`config.mk`:
```
export PLATFORM = sky130hd
export DESIGN_NAME = lfsr_range_gen
export DESIGN_NICKNAME = d
export VERILOG_FILES = /design/src/rtl/lfsr_range_pkg.sv /design/src/rtl/lfsr_mod_div.sv /design/src/rtl/lfsr_range_gen.sv
export SDC_FILE = /design/constraint.sdc
export NUM_CORES = 1
export LEC_CHECK = 0
export ABC_CLOCK_PERIOD_IN_PS = 12800
export CAP_MARGIN = 20
export CORE_MARGIN = 10
export CORE_UTILIZATION = 50
export CTS_CLUSTER_SIZE = 16
export DETAILED_ROUTE_END_ITERATION = 8
export PLACE_DENSITY = 0.7
export SYNTH_ARGS = -nofsm -noshare
export SYNTH_HDL_FRONTEND = slang
export SYNTH_HIERARCHICAL = 1
export SYNTH_SLANG_ARGS = --single-unit
```
`constraint.sdc`:
```
create_clock -name i_clk -period 12.8 [get_ports i_clk]
set_clock_uncertainty 0.15 [all_clocks]
set_input_delay 2.56 -clock i_clk [delete_from_list [all_inputs] [get_ports i_clk]]
set_output_delay 2.56 -clock i_clk [all_outputs]
set_load 0.02 [all_outputs]
```
`src/rtl/lfsr_range_pkg.sv`:
```
// Shared definitions for the LFSR range generator.
//   t_rg_state   : responder FSM states
//   LFSR_POLY    : default Galois feedback mask (x^32+x^22+x^2+x+1)
//   DIV_CYCLES   : iterations of the shift-subtract modulo
//   lfsr_step()  : one Galois LFSR advance
package lfsr_range_pkg;

  typedef enum logic [2:0] {
    S_IDLE  = 3'd0,
    S_CHECK = 3'd1,
    S_STEP  = 3'd2,
    S_DIV   = 3'd3,
    S_RESP  = 3'd4
  } t_rg_state;

  localparam logic [31:0] LFSR_POLY  = 32'h8020_0003;
  localparam int          DIV_CYCLES = 32;

  // Right-shifting Galois form: the bit shifted out selects the feedback XOR.
  function automatic logic [31:0] lfsr_step(input logic [31:0] s, input logic [31:0] poly);
    logic [31:0] n;
    n = s >> 1;
    if (s[0]) n = n ^ poly;
    return n;
  endfunction

endpackage

```
`src/rtl/lfsr_mod_div.sv`:
```
// Restoring modulo, one dividend bit per cycle, MSB first.
//   i_clk, i_rst   : clock, synchronous active-high reset (control only)
//   i_start        : load dividend/divisor and begin DIV_CYCLES iterations
//   i_dividend[31:0], i_divisor[32:0] : operands (divisor 1..2^32)
//   o_done         : high during the final iteration cycle
//   o_rem[31:0]    : remainder after the current iteration (final when o_done)
module lfsr_mod_div
  import lfsr_range_pkg::*;
(
  input  logic        i_clk,
  input  logic        i_rst,
  input  logic        i_start,
  input  logic [31:0] i_dividend,
  input  logic [32:0] i_divisor,
  output logic        o_done,
  output logic [31:0] o_rem
);

  logic        r_busy;
  logic [4:0]  r_cnt;
  logic [31:0] r_dvd;
  logic [32:0] r_dvs;
  // Remainder is always below the divisor (<= 2^32), so 32 bits hold it.
  logic [31:0] r_rem;
  logic [32:0] w_shift;
  logic [32:0] w_rem_next;

  assign w_shift    = {r_rem, r_dvd[31]};
  assign w_rem_next = (w_shift >= r_dvs) ? (w_shift - r_dvs) : w_shift;
  assign o_rem      = w_rem_next[31:0];
  assign o_done     = r_busy && (r_cnt == 5'(DIV_CYCLES - 1));

  always_ff @(posedge i_clk) begin
    if (i_rst) begin
      r_busy <= 1'b0;
      r_cnt  <= '0;
    end else if (i_start) begin
      r_busy <= 1'b1;
      r_cnt  <= '0;
    end else if (r_busy) begin
      r_cnt <= r_cnt + 5'd1;
      if (o_done) r_busy <= 1'b0;
    end
  end

  always_ff @(posedge i_clk) begin
    if (i_start) begin
      r_dvd <= i_dividend;
      r_dvs <= i_divisor;
      r_rem <= '0;
    end else if (r_busy) begin
      r_dvd <= {r_dvd[30:0], 1'b0};
      r_rem <= w_rem_next[31:0];
    end
  end

endmodule

```
`src/rtl/lfsr_range_gen.sv`:
```
// Random-number responder for the reaction timer: a 32-bit Galois LFSR,
// seeded on the first accepted request after reset, reduced into the
// inclusive range [lower, upper] by an iterative modulo.
//   i_clk, i_rst           : clock, synchronous active-high reset
//   i_generate             : request, accepted only while o_ready=1
//   i_seed[31:0]           : seed, used only until the first valid request
//   i_upper/i_lower[31:0]  : inclusive bounds, captured at acceptance
//   o_ready                : idle and able to accept
//   o_done                 : one-cycle completion pulse
//   o_invalid              : with o_done, request rejected (o_val=0)
//   o_val[31:0]            : result, held until the next acceptance
// Build option: LFSR_RANGE_GEN_FREE_RUN_EN -- once seeded, the LFSR also
// advances every idle cycle so results depend on request timing.
module lfsr_range_gen
  import lfsr_range_pkg::*;
#(
  parameter logic [31:0] POLY = LFSR_POLY
) (
  input  logic        i_clk,
  input  logic        i_rst,
  input  logic        i_generate,
  input  logic [31:0] i_seed,
  input  logic [31:0] i_upper,
  input  logic [31:0] i_lower,
  output logic        o_ready,
  output logic        o_done,
  output logic        o_invalid,
  output logic [31:0] o_val
);

  t_rg_state   r_state;
  logic        r_seeded;
  logic [31:0] r_lfsr;
  logic [31:0] r_seed;
  logic [31:0] r_upper;
  logic [31:0] r_lower;
  logic [31:0] r_val;
  logic        r_done;
  logic        r_invalid;

  logic        w_accept;
  logic        w_reject;
  logic [31:0] w_lfsr_next;
  logic [32:0] w_range;
  logic        w_div_start;
  logic        w_div_done;
  logic [31:0] w_rem;

  assign w_accept    = (r_state == S_IDLE) && i_generate;
  assign w_reject    = (r_upper < r_lower) || (!r_seeded && (r_seed == 32'd0));
  assign w_lfsr_next = lfsr_step(r_lfsr, POLY);
  // 33 bits so a full 32-bit span (2^32) is representable.
  assign w_range     = {1'b0, r_upper} - {1'b0, r_lower} + 33'd1;
  assign w_div_start = (r_state == S_STEP);

  assign o_ready   = (r_state == S_IDLE);
  assign o_done    = r_done;
  assign o_invalid = r_invalid;
  assign o_val     = r_val;

  // The divider reduces the freshly stepped value, loaded in S_STEP.
  lfsr_mod_div u_div (
    .i_clk      (i_clk),
    .i_rst      (i_rst),
    .i_start    (w_div_start),
    .i_dividend (w_lfsr_next),
    .i_divisor  (w_range),
    .o_done     (w_div_done),
    .o_rem      (w_rem)
  );

  // Request operands: frozen at acceptance, seed only while unseeded.
  always_ff @(posedge i_clk) begin
    if (w_accept) begin
      r_upper <= i_upper;
      r_lower <= i_lower;
      if (!r_seeded) r_seed <= i_seed;
    end
  end

  always_ff @(posedge i_clk) begin
    if (i_rst) begin
      r_state   <= S_IDLE;
      r_seeded  <= 1'b0;
      r_lfsr    <= '0;
      r_val     <= '0;
      r_done    <= 1'b0;
      r_invalid <= 1'b0;
    end else begin
      r_done    <= 1'b0;
      r_invalid <= 1'b0;
      case (r_state)
        S_IDLE: begin
`ifdef LFSR_RANGE_GEN_FREE_RUN_EN
          if (r_seeded) r_lfsr <= w_lfsr_next;
`endif
          if (w_accept) r_state <= S_CHECK;
        end
        S_CHECK: begin
          if (w_reject) begin
            r_val     <= '0;
            r_done    <= 1'b1;
            r_invalid <= 1'b1;
            r_state   <= S_RESP;
          end else begin
            if (!r_seeded) begin
              r_lfsr   <= r_seed;
              r_seeded <= 1'b1;
            end
            r_state <= S_STEP;
          end
        end
        S_STEP: begin
          r_lfsr  <= w_lfsr_next;
          r_state <= S_DIV;
        end
        S_DIV: begin
          // rem <= upper-lower, so the sum cannot wrap.
          if (w_div_done) begin
            r_val   <= r_lower + w_rem;
            r_done  <= 1'b1;
            r_state <= S_RESP;
          end
        end
        S_RESP:  r_state <= S_IDLE;
        default: r_state <= S_IDLE;
      endcase
    end
  end

endmodule

```
==> flow_summary.ini, run 1 <==
[critical_path]
worstPathCellList = inv_1, ha_1, and3_1, nand2_1, nor3_1, nand4_1, o211ai_1, nor2_4, buf_4, mux2_4, ha_1, or4_1, o21ai_0, a31oi_1, o221ai_1, o41ai_1, o31ai_1, o21ai_0, xnor2_1, a22o_1
crit_path_end_kind = flop
critPathRequiredTime_ps = 13120
slowest_delay_ps = 580
path_class = reg2reg
worstSetupStartpointType = flop
crit_slowest_cell = o221ai_1
cp.arrival_ps = 6360
worstPathMaxFanout = 43

[placement]
place_congestion = 0.943
portBuffers = 133
dpl.hpwl_mm = 31.2

[routing]
drc = 0
routed_wl_mm = 42.7
drtIter0Drc = 972
num_vias = 12494
antenna_left = 0
wl_per_cell_um = 20.1
routed_via_density = 5.89
drtPass1Iterations = 5

[clock_network]
root_buffer = clkbuf_16
ctsLongestPathBuffers = 3
cts_max_level = 1
ctsResizeCount = 0
clock_latency_ps = 580
clock_sinks = 269
postCtsSetupBuffers = 0
clk_pin_slew_worst_paths_ps = 70
ctsHoldBuffers = 0
cts_tree = yes
cts_inserted_buffers = 31

[synthesis]
yosysTopAreaCell = edfxtp_1
syn_nets = 1832
syn_avg_cell_area_um2 = 10.2
yosysUniqueCellTypes = 87
synth-edff-count = 161
synth_top_area_frac = 0.300
async_flop_share = 0
synth_warnings = 6
synthFlopType = edfxtp_1
ys_seq_area_frac = 0.434
synth.ff_latch_count = 269
syn_inst = 1584
synth.area.top_cells = edfxtp_1 (30%), dfxtp_1 (13%), ha_1 (10%)
netlist_area_um2 = 16100

[sta]
hold_viol = 0
tns_ps = 0
setup_violations = 0
relSlewSlack = 0.239
fin_crit_sh = 0.472
rsz0062_at_grt = false
worstMarginPinSlew_ps = 1140
min_period_ps = 6040
slew_violations = 0
fmax_mhz = 166
whs_ps = 313

[grt]
grt_pass1_wl_mm = 66.9
grt_max_degree = 80
grtUsageTotal = 0.211
antenna_found_initial = 0
overflow = 0
grt_pass1_vias = 12258

[job]
max-cap-violations = 0

[hold_path]
hold_class = reg2reg

[cells_and_area]
area_growth_pct = 16.8
layout-drive-gt1-share = 0.0867
diodes = 0
num-nets-final = 1943
fillCellCount = 2666

[power_and_ir_drop]
peakVddDrop_mv = 0.165
p_leak_nw = 7.55
p_per_area_nw_per_um2 = 218

[die]
die_area_um2 = 39900
dieWidth_um = 200
core.rowCount = 65
start_util = 0.509
ios = 134
core_area_um2 = 31700
die_height_um = 200

[outcome]
status = finished, final reports clean
synthesized netlist by cell type, types with 5 or more instances:
master / instances
edfxtp_1: 161
a21oi_1: 140
ha_1: 131
nor2_1: 125
inv_1: 120
dfxtp_1: 108
nand2_1: 94
xnor2_1: 61
o21ai_0: 46
clkbuf_1: 44
a21o_1: 40
o21a_1: 38
mux2_2: 37
nand3_1: 35
a32oi_1: 33
xor2_1: 30
a22oi_1: 29
nand4_1: 22
nor3_1: 20
fa_1: 18
mux2_4: 16
and3_1: 15
a31oi_1: 14
nand2b_1: 13
a211oi_1: 11
buf_2: 11
nor4_1: 11
o21ai_1: 11
o21bai_1: 11
o31ai_1: 10
a22o_1: 8
nor2b_1: 7
a211o_1: 6
and2_1: 6
o211ai_1: 6
or2_2: 5
cells by family (layout without fill, tap and decap cells):
kind of cell / count (synthesis) / in the layout / synth area share
compound gates: 456 / 456 / 0.193
simple gates: 378 / 378 / 0.111
flops: 269 / 269 / 0.434
buf+inv: 185 / 320 / 0.0458
fa+ha+maj: 149 / 149 / 0.124
xor+xnor: 91 / 91 / 0.0494
mux: 56 / 56 / 0.0426
layer usage:
layer,part of all wire,track usage,wire (um)
met2,0.47,0.345,20100
met1,0.45,0.282,19300
met5,0,0,0
met3,0.051,0.0333,2160
met4,0.027,0.0606,1140
flip-flops by register name, indices dropped and copies added (netlist names):
| signal | flops |
|---|---|
| u_div/r_rem | 32 |
| u_div/r_cnt | 5 |
| o_invalid | 1 |
| r_state | 3 |
| r_lower | 32 |
| o_done | 1 |
| u_div/r_dvd | 32 |
| o_val | 32 |
| u_div/r_busy | 1 |
| u_div/r_dvs | 33 |
| r_seeded | 1 |
| r_upper | 32 |
| r_seed | 32 |
| r_lfsr | 32 |
power by group:
group	leakage, nW	internal (mW)	switching, mW
clock network	0.545	0.541	0.374
logic	4.62	0.854	1.17
registers	2.39	1.07	0.0975
cell type report:
cell class | count | area, um^2 | share of cell area
Tap cell | 402 | 503 | 0.0267
Clock inverter | 17 | 134 | 0.00710
Inverter | 121 | 457 | 0.0242
Multi-Input combinational cell | 1130 | 8410 | 0.446
Sequential cell | 269 | 7000 | 0.371
Timing Repair Buffer | 142 | 1400 | 0.0744
Clock buffer | 40 | 945 | 0.0501
critical path, delay by kind of cell, from the launching register on:
family	cells	cell delay (ps)
AND/OR/NAND/NOR	6	1770
multiplexers	1	380
adder cells (fa/ha/maj)	2	700
AO/OA/AOI/OAI	8	2040
XOR/XNOR	1	150
flip-flops	1	330
buffers and inverters	2	390
per-stage QoR:
step / cell area (um^2) / instances / power [mW] / util / worst slack, ps
2_1_floorplan: 16100 / 1584 / 2.70 / - / 6550
3_3_place_gp: 17800 / 2063 / 3.14 / 0.560 / 6890
3_5_place_dp: 17800 / 2064 / 3.17 / 0.560 / 6900
4_1_cts: 18800 / 2121 / 4.10 / 0.594 / 6880
5_1_grt: 18800 / 2121 / 4.37 / 0.594 / 6370
6_report: 18800 / 2121 / 4.11 / 0.594 / 6760
path summary, 6_finish.rpt:
check	from	endpoint	slack [ps]	cells after the start
worst max register to register	u_div/r_dvs[25]	o_val[29]	6760	20
worst min register to register	o_val[6]	o_val[6]	310	2
worst max-delay path	u_div/r_dvs[25]	o_val[29]	6760	20
worst min-delay path	o_val[6]	o_val[6]	310	2
cells in the final DEF, fill, tap and decap left out, types with 18 or more instances in the layout:
cell type	n
nor3_1	20
inv_1	120
a21o_1	40
ha_1	131
clkbuf_16	35
nand4_1	22
xor2_1	30
nand3_1	35
o21ai_0	46
edfxtp_1	161
clkdlybuf4s50_1	132
dfxtp_1	107
a32oi_1	33
mux2_2	37
a22oi_1	29
nand2_1	93
xnor2_1	61
nor2_1	125
fa_1	18
a21oi_1	140
o21a_1	38
No activity file was read; power rests on OpenSTA's default activity.
==> run 2: changes to the inputs <==
--- a/config.mk
+++ b/config.mk
@@ -5,13 +5,13 @@
 export SDC_FILE = /design/constraint.sdc
 export NUM_CORES = 1
 export LEC_CHECK = 0
-export ABC_CLOCK_PERIOD_IN_PS = 12800
+export ABC_CLOCK_PERIOD_IN_PS = 5500
 export CAP_MARGIN = 20
 export CORE_MARGIN = 10
 export CORE_UTILIZATION = 50
 export CTS_CLUSTER_SIZE = 16
 export DETAILED_ROUTE_END_ITERATION = 8
-export PLACE_DENSITY = 0.7
+export PLACE_DENSITY = 0.73
 export SYNTH_ARGS = -nofsm -noshare
 export SYNTH_HDL_FRONTEND = slang
 export SYNTH_HIERARCHICAL = 1
==> constraint.sdc (replaced) <==
create_clock -name i_clk -period 5.5 [get_ports i_clk]
set_clock_uncertainty 0.15 [all_clocks]
set_input_delay 1.1 -clock i_clk [delete_from_list [all_inputs] [get_ports i_clk]]
set_output_delay 1.1 -clock i_clk [all_outputs]
set_load 0.02 [all_outputs]
==> run 2 against run 1 <==
Wire length rose by 1.8%. Register-to-register slack worse by 6500 ps. Largest power group unchanged. Cell area is 1.4% higher. Core utilization increased by 0.83 points. Sequential power is 130% higher.
==> flow_summary.ini, run 2 (same netlist as run 1, synthesis figures left out) <==
[power_and_ir_drop]
p_per_area_nw_per_um2 = 515
sw_frac_of_total = 0.399
p_switching_mw = 3.92
p_int_mw = 5.92
pwr-share-seq = 0.279
power_frac_comb = 0.508
peakVddDrop_mv = 0.397
p_leak_nw = 7.72
p_clk_frac = 0.213
p_total_mw = 9.84

[clock_network]
ctsLongestPathBuffers = 3
clock_latency_ps = 590
cts_max_level = 1
clock_sinks = 269
clk_pin_slew_worst_paths_ps = 60
cts_tree = yes
cts_inserted_buffers = 30
ctsHoldBuffers = 0
root_buffer = clkbuf_16

[critical_path]
slowest_delay_ps = 420
crit_buf_inv = 2
worstPathCellList = inv_1, ha_1, o21a_1, o211ai_1, o21ba_2, a21oi_2, a2111oi_4, buf_4, nor2_2, or2_1, nand2_1, ha_1, fa_1, a2111oi_0, o31ai_1, a211o_1, a31oi_1, a21bo_2, a211oi_1, or4_1, o221ai_1
path_depth = 21
cp_top_family = compound AO/OA/AOI/OAI gates
startpoint = u_div/r_dvs[5]
crit_slowest_cell = or4_1
critPathRequiredTime_ps = 5840
worstSetupStartpointType = flop
crit_top_cell = ha_1
reg2reg_from = u_div/r_dvs[5]
cp.arrival_ps = 5550
worstPathMaxFanout = 6
reg2reg_depth = 21
crit_path_end_kind = flop
path_class = reg2reg

[routing]
antenna_left = 0
drc = 0
num_vias = 12793
routed_via_density = 5.93
drtIter0Drc = 1194
wl_per_cell_um = 20.1
drtPass1Iterations = 5
routed_wl_mm = 43.4

[grt]
grt_pass1_wl_mm = 68.0
overflow = 0
grt_pass1_vias = 12356
antenna_found_initial = 0
grtUsageTotal = 0.213
grt_max_degree = 68

[cells_and_area]
area_growth_pct = 18.4
fillCellCount = 2647
layout-drive-gt1-share = 0.105
final_core_util = 0.602
diodes = 0
regMostFlops = u_div/r_dvs
num-nets-final = 1981
mostFrequentLayoutCell = edfxtp_1
layout_common_cells = edfxtp_1 (161), a21oi_1 (139), clkdlybuf4s50_1 (132), ha_1 (131), nor2_1 (125)
largest_reg_flops = 33

[die]
die_height_um = 200
start_util = 0.509
die_area_um2 = 39900
core_area_um2 = 31700
dieWidth_um = 200
core.rowCount = 65
ios = 134

[sta]
hold_viol = 0
slew_violations = 0
min_period_ps = 5210
worstMarginPinSlew_ps = 1080
fmax_mhz = 192
relSlewSlack = 0.282
setup_violations = 0
fin_crit_sh = 0.947

[hold_path]
min_from = o_val[9]
hold_class = reg2reg
hold_depth = 2

[placement]
dpl.hpwl_mm = 31.9
place_congestion = 0.917
portBuffers = 133

[job]
max-cap-violations = 0

[outcome]
status = finished, final reports clean
==> run 2: changes by cell type in the layout (fill, tap and decap cells not counted), sizes merged <==
cell      before  now
buf           10   48
bufinv         1    4
clkbuf        40   35
clkinv        13   16
clkinvlp       1    0
inv          123  122
nor2         128  129
==> run 2: timing repair <==
item,CTS,global route
setup buffers,0,4
endpoints found under the setup margin,0,7
gates resized for setup,0,5
==> run 2: final timing paths <==
| check | end | slack, ps |
|---|---|---|
| worst max-delay path | o_val[30] | 290 |
| worst min register to register | o_val[9] | 310 |
| worst max register to register | o_val[30] | 290 |
| worst min-delay path | o_val[9] | 310 |
==> run 2: through the flow <==
stage	cells	hold slack (ps)	setup TNS (ps)	setup slack (ps)	instance area [um^2]
floorplan	1584	320	0	529	16100
global placement	2098	292	0	380	18000
detailed placement	2098	296	0	272	18000
CTS	2154	311	0	250	19100
global route	2159	334	-4.90	-4.90	19100
finish	2159	309	0	293	19100
==> run 2: power groups by stage <==
stage	logic, mW	registers (mW)	clock network (mW)
floorplan	3.61	2.67	0
global placement	4.81	2.77	0
detailed placement	4.83	2.78	0
CTS	4.88	2.74	2.14
global route	5.47	2.77	2.22
finish	5.00	2.74	2.10
==> run 2: metal layers <==
metal / vias up / wire length [um] / part of all wire / global-route usage
met5: - / 0 / 0 / 0
li1: 6133 / - / - / -
met1: 6184 / 19300 / 0.44 / 0.285
met3: 65 / 2480 / 0.057 / 0.0333
met4: 0 / 1140 / 0.026 / 0.0564
met2: 411 / 20500 / 0.47 / 0.352
==> run 2: final cells by class <==
| type | count | area, um^2 | area share |
|---|---|---|---|
| Clock inverter | 21 | 233 | 0.0122 |
| Timing Repair Buffer | 180 | 1680 | 0.0881 |
| Sequential cell | 269 | 7000 | 0.366 |
| Clock buffer | 35 | 810 | 0.0424 |
| Inverter | 121 | 457 | 0.0239 |
| Multi-Input combinational cell | 1131 | 8430 | 0.441 |
| Tap cell | 402 | 503 | 0.0263 |
==> run 2: worst min-delay path: cells and delay by family (launching register included) <==
kind	cells	cell delay, ps
flops	1	310
compound gates	1	50
simple gates	1	50
==> run 3: changes to the inputs <==
--- a/config.mk
+++ b/config.mk
@@ -7,7 +7,7 @@
 export LEC_CHECK = 0
 export ABC_CLOCK_PERIOD_IN_PS = 5500
 export CAP_MARGIN = 20
-export CORE_MARGIN = 10
+export CORE_MARGIN = 1.5
 export CORE_UTILIZATION = 50
 export CTS_CLUSTER_SIZE = 16
 export DETAILED_ROUTE_END_ITERATION = 8
==> run 3 against run 2 <==
Clock-buffer cell count up 10. Largest power group unchanged. Hold slack worse by 1.1 ps. Critical path depth down 1. Cell area about the same. Non-clock buffer count down 6. Critical path type unchanged. Sequential power about the same.
==> flow_summary.ini, run 3 (same netlist as run 1, synthesis figures left out) <==
[outcome]
status = finished, final reports clean

[cells_and_area]
layout_common_cells = edfxtp_1 (161), a21oi_1 (138), clkdlybuf4s50_1 (132), ha_1 (126), nor2_1 (124)
mostFrequentLayoutCell = edfxtp_1
largest_reg_flops = 33
num-nets-final = 1975
layout-drive-gt1-share = 0.106
diodes = 0
final_cells = 2154
area_growth_pct = 18.4
regMostFlops = u_div/r_dvs

[clock_network]
cts_tree = yes
cts_max_level = 1
root_buffer = clkbuf_16
clk_pin_slew_worst_paths_ps = 60
clock_sinks = 269
cts_inserted_buffers = 31
ctsLongestPathBuffers = 3
ctsHoldBuffers = 0
clock_latency_ps = 580

[power_and_ir_drop]
power_frac_comb = 0.512
p_clk_frac = 0.210
p_total_mw = 9.83
peakVddDrop_mv = 0.297
p_per_area_nw_per_um2 = 514
p_int_mw = 5.90
sw_frac_of_total = 0.400
pwr-share-seq = 0.278
p_leak_nw = 7.68
p_switching_mw = 3.93

[critical_path]
worstPathCellList = ha_2, and4_1, nand3_2, o211ai_1, a21oi_4, a2111oi_4, buf_4, nor2_4, buf_4, mux2_4, ha_1, nor3_1, o31ai_2, a211o_1, a31oi_2, a21bo_2, a21oi_1, nand2_1, o41a_1, o221ai_1
crit_slowest_cell = ha_2
path_class = reg2reg
worstPathMaxFanout = 8
crit_path_end_kind = flop
slowest_delay_ps = 420
worstSetupStartpointType = flop
cp.arrival_ps = 5620
critPathRequiredTime_ps = 5830
crit_top_cell = buf_4

[sta]
fin_crit_sh = 0.960
setup_violations = 0
fmax_mhz = 189
slew_violations = 0
min_period_ps = 5280
setup_ws_ps = 219
hold_viol = 0
whs_ps = 308
worstMarginPinSlew_ps = 1070
relSlewSlack = 0.287

[placement]
dpl_worst_slack_ps = 72.5
dp_cells = 2094
dpl.hpwl_mm = 29.9
place_congestion = 0.957
portBuffers = 133

[grt]
grtUsageTotal = 0.247
grt_pass1_vias = 12357
overflow = 0
grt_max_degree = 68
antenna_found_initial = 0
grt_pass1_wl_mm = 65.5

[routing]
drtIter0Drc = 1136
antenna_left = 0
routed_wl_mm = 41.6
routed_via_density = 5.92
num_vias = 12746
drtPass1Iterations = 5
drc = 0
wl_per_cell_um = 19.3

[die]
core_area_um2 = 31600
ios = 134
die_area_um2 = 33400
start_util = 0.510
dieWidth_um = 183
core.rowCount = 65
die_height_um = 183

[hold_path]
hold_class = reg2reg

[job]
max-cap-violations = 0
[run 3: cell types whose count changed in the layout (fill, tap and decap cells not counted), moves of 2 or more]
cell / previous run / this run
clkbuf_1: 1 / 8
buf_4: 46 / 40
ha_1: 131 / 126
ha_2: 0 / 5
clkinv_2: 10 / 6
bufinv_16: 4 / 2
clkbuf_8: 4 / 6
clkinv_1: 4 / 2
[run 3: what timing repair did]
item	CTS	global route
setup endpoints to repair	0	14
gates resized for setup	0	23
buffers inserted	0	2
[run 3: path summary, 6_finish.rpt]
path / slack [ps] / to / cells past startpoint / start
hold / removal: 310 / o_val[7] / 2 / o_val[7]
setup / recovery: 220 / o_val[30] / 20 / u_div/r_rem[13]
hold reg to reg: 310 / o_val[7] / 2 / o_val[7]
setup reg to reg: 220 / o_val[30] / 20 / u_div/r_rem[13]
[run 3: cell type report]
cell class,count,area [um^2]
Fill cell,2641,12500
Multi-Input combinational cell,1130,8490
Sequential cell,269,7000
Timing Repair Buffer,174,1650
Clock buffer,45,888
Tap cell,402,503
Inverter,121,457
Clock inverter,13,133
[run 3: critical path, delay by kind of cell (launching register included)]
kind / cells / cell delay [ps]
flip-flops: 1 / 350
AND/OR/NAND/NOR: 5 / 650
adder cells (fa/ha/maj): 2 / 820
buffers and inverters: 2 / 380
AO/OA/AOI/OAI: 10 / 2490
multiplexers: 1 / 300
[run 3: routing by layer]
| layer | vias to the layer above | track usage | part of all wire |
|---|---|---|---|
| met5 | - | 0 | 0 |
| met4 | 0 | 0.0823 | 0.033 |
| met3 | 79 | 0.0403 | 0.057 |
| met2 | 431 | 0.399 | 0.46 |
| met1 | 6123 | 0.337 | 0.45 |
| li1 | 6113 | - | - |
[run 3: power by group through the flow]
stage                     combinational, mW  clock [mW]  sequential, mW
after global routing                   5.50        2.18            2.76
after CTS                              4.83        2.11            2.72
after floorplan                        3.61           0            2.67
after detailed placement               4.78           0            2.76
final                                  5.03        2.06            2.73
after global placement                 4.73           0            2.76
[run 3: per-stage QoR]
stage	setup TNS (ps)	utilization	cell area, um^2
4_1_cts	0	0.601	19000
5_1_grt	-129	0.604	19100
6_report	0	0.604	19100
3_5_place_dp	0	0.568	18000
2_1_floorplan	0	-	16100
3_3_place_gp	0	0.568	18000
